[src/rtl/gate_check_pkg.sv]
// Shared types and limits for the gate response checker.
package gate_check_pkg;

  typedef enum logic [2:0] {
    IDLE   = 3'd0,
    APPLY  = 3'd1,
    SETTLE = 3'd2,
    SAMPLE = 3'd3,
    DONE   = 3'd4
  } chk_state_t;

  localparam int MAX_SETTLE = 15;

endpackage

[src/rtl/gate_response_checker_settle_timer.sv]
// Load/decrement counter that times the settle window; expired while the count is zero.
module settle_timer
  import gate_check_pkg::*;
(
  input  logic                              clk,
  input  logic                              rst,
  input  logic                              load,
  input  logic [$clog2(MAX_SETTLE+1)-1:0]   load_val,
  output logic                              expired
);

  localparam int CW = $clog2(MAX_SETTLE + 1);

  logic [CW-1:0] cnt_q;
  logic [CW-1:0] cnt_d;

  // Next count: load wins, otherwise count down to zero and stop there.
  always_comb begin
    cnt_d = cnt_q;
    if (load) begin
      cnt_d = load_val;
    end else if (cnt_q != {CW{1'b0}}) begin
      cnt_d = cnt_q - CW'(1);
    end else begin
      cnt_d = cnt_q;
    end
  end

  // Count register.
  always_ff @(posedge clk or posedge rst) begin
    if (rst) begin
      cnt_q <= {CW{1'b0}};
    end else begin
      cnt_q <= cnt_d;
    end
  end

  assign expired = (cnt_q == {CW{1'b0}});

endmodule

[config.mk]
export PLATFORM = sky130hd
export DESIGN_NAME = settle_timer
export DESIGN_NICKNAME = d
export VERILOG_FILES = /design/src/rtl/gate_check_pkg.sv /design/src/rtl/gate_response_checker_settle_timer.sv
export SDC_FILE = /design/constraint.sdc
export NUM_CORES = 1
export LEC_CHECK = 0
export ABC_AREA = 1
export CELL_PAD_IN_SITES_DETAIL_PLACEMENT = 0
export CELL_PAD_IN_SITES_GLOBAL_PLACEMENT = 1
export CORE_AREA = 2 2 39 41
export DETAILED_ROUTE_END_ITERATION = 16
export DIE_AREA = 0 0 41 43
export PLACE_DENSITY_LB_ADDON = 0.1
export SETUP_SLACK_MARGIN = 0.4
export SLEW_MARGIN = 20
export SYNTH_ARGS = -nofsm -noshare
export SYNTH_HDL_FRONTEND = slang
export SYNTH_SLANG_ARGS = --single-unit
[constraint.sdc]
create_clock -name clk -period 1 [get_ports clk]
set_input_delay 0.25 -clock clk [delete_from_list [all_inputs] [get_ports clk]]
set_output_delay 0.25 -clock clk [all_outputs]
set_load 0.1 [all_outputs]
==> metrics.md <==
| Metric | Value |
|---|---|
| WL/cell | `about 8.5 µm` |
| Worst Skew | `0.00745 ns` |
| # H-tree levels | `1` |
| Area Growth Syn to Fin | `92.3%` |
| Largest regs | `cnt_q x4` |
| Crit path to | `expired` |
| Net Count, Synth | `46` |
| Outcome | `finished, violations left` |
| Ratio of cells with drive above 1 in the final layout | `0.458` |
| Ant diodes | `0` |
| Remaining global-route overflow | `0` |
| Final hold violations | `0` |
| Worst r2r path cells | `8` |
| Crit path from | `cnt_q[1]` |
| Drt first pass iters | `1` |
| Post-synth top area share | `0.386` |
| Worst Path Required | `0.75 ns` |
| Largest net degree at the start of global routing | `8` |
| Total die area | `1760 µm²` |
| Vias in the first global route | `between 200 and 300` |
| Placer Congestion | `approximately 0.63` |
| Primary FF master, synth | `dfrtp_1` |
| Mapped cell area | `259 µm²` |
| Initial antenna violation count | `0` |
| Synth unique cells | `13` |
| Tmin final | `1.36 ns` |
| Clock Latency Late Sink | `0.24 ns` |
| Final HPWL from detailed placement | `between 500 and 600 µm` |
| Most common cell in the netlist | `nand2_1` |
| Hold WS | `0.199 ns` |
| Final #Nets | `69` |
| Cell accounting for the most synthesized area | `dfrtp_1` |
| Final wirelength | `635 µm` |
| Commonest cells in the netlist | `nand2_1, inv_1, dfrtp_1` |
| Io pins | `8` |
| Sequential fraction of the synthesis area | `0.386` |
| Max-Cap Viols | `0` |
| WP data arrival | `around 1.1 ns` |
| DRT antenna net count | `0` |
| Worst slew pin tran | `0.284 ns` |
| DRC violations left | `0` |
| Dpl ws | `-0.278 ns` |
| #FFs+latches synth | `4` |
| Largest register FFs | `4` |
| Via density | `between 3 and 4` |
| Starting Density | `0.187` |
| Worst vdd ir | `0.000740 V` |
| Die Width | `41 µm` |
| CP Launch Type | `flop` |
| Reg2reg setup slack | `-0.15 ns` |
| CP max FO | `2` |
| CTS sink cnt | `4` |
| Core Util, Final | `0.360` |
| Port Buffers | `7` |
| Tcrit/Tclk final | `1.36` |
| Final setup violation count | `5` |
| Post-synth EDFFs | `0` |
| Syn Area/Cell | `approximately 6.8 µm²` |
| Slew Viols, Final | `0` |
| Die height | `between 40 and 50 µm` |
| Post-synthesis cell count | `38` |
| CTS tree | `built` |
| Nature of the critical path endpoint | `output pin` |
| Leak pwr | `0.255 nW` |
| CTS Root Cell | `clkbuf_4` |
| Clock transition at path regs | `about 0.040 ns` |
| CTS Buf Count | `3` |
| Fmax | `735 MHz` |
| Failing checks | `negative setup slack` |
| RSZ-0062 raised after global routing | `true` |
| Worst r2r dst | `cnt_q[0]` |
| FP Rows | `14` |
| Worst hold path type | `in2async` |
| Routed vias | `292` |
| Largest register by flop count | `cnt_q` |
| Power Dens Cells | `1910 nW/µm²` |
| Global-route total usage across every layer | `0.0935` |
| Top post-synthesis cells by area | `dfrtp_1, nand2_1, inv_1` |
| RR Startpoint | `cnt_q[1]` |
| Setup Crit Path Kind | `reg2out` |
| Initial DRC count | `0` |
| Clk buf depth | `2` |
| Core Area | `1380 µm²` |
| First-pass GRT wire length | `993 µm` |
| Async SR Flop Fraction | `1.00` |
| Synth warn | `0` |
| Slew margin rel. | `0.810` |
| Final setup margin | `-0.361 ns` |
final cells by class:
class	count	area, µm²
inverters	8	33.8
repair buffers	18	163
flip-flops and latches	4	100
clock buffers	3	22.5
well taps	16	20.0
multi-input cells	26	159
fillers	156	886
power breakdown:
group          total (mW)  internal, mW  switching, mW
registers           0.230         0.203         0.0271
logic               0.524         0.273          0.251
clock network       0.198         0.134         0.0638
per-stage QoR:
stage                     power (mW)  instance area, µm²  instances  setup TNS, ns
final                          0.952                 498         75         -0.741
after global routing            1.04                 498         75          -1.06
after CTS                      0.954                 488         74         -0.837
after detailed placement       0.689                 433         68          -1.26
after global placement         0.684                 433         68          -1.16
after floorplan                0.494                 280         38         -0.321
worst max-delay path, cell delays in order (launching register included):
cell	delay, ns
dfrtp_1	0.38
inv_2	0.07
ha_4	0.14
nand2_4	0.05
clkinvlp_4	0.07
buf_12	0.16
cells in the final DEF, fill, tap and decap left out:
cell,instances
buf_12,1
inv_2,4
o21ai_0,2
nand3_1,1
ha_4,1
nor2_2,2
nand2_4,1
clkdlybuf4s50_1,6
nand2_2,1
buf_4,11
nand2_1,15
nor2_4,1
dfrtp_1,4
xnor2_2,1
o21ai_1,1
inv_1,3
clkbuf_4,3
clkinvlp_4,1
layer usage:
layer,vias to the layer above,GRT usage,share of wire
met1,127,0.0710,0.38
met2,8,0.147,0.55
met5,-,0,0
met4,0,0.0600,0.022
li1,155,-,-
met3,2,0.0785,0.049
worst min path at each step:
stage,endpoint,slack (ns),depth (start not counted)
after global routing,cnt_q[3],0.23,2
after detailed placement,cnt_q[0],0.45,2
final,cnt_q[3],0.20,2
after CTS,cnt_q[3],0.19,2
after global placement,cnt_q[1],0.44,2
after floorplan,cnt_q[0],0.02,1
logic make-up after synthesis:
kind of cell,count (synthesis),synth area share
adders and majority gates,1,0.0483
AOI/OAI and AO/OA,3,0.0580
buffers and inverters,8,0.116
xor gates and xnor gates,1,0.0338
and+or+nand+nor,21,0.357
DFF,4,0.386
repair_timing:
action / in CTS / in global routing
hold buffers: 0 / 0
setup buffers: 3 / 1
pin swaps: 2 / 0
endpoints found under the setup margin: 5 / 5
gates resized for setup: 2 / 1
No activity file was read; power rests on OpenSTA's default activity.
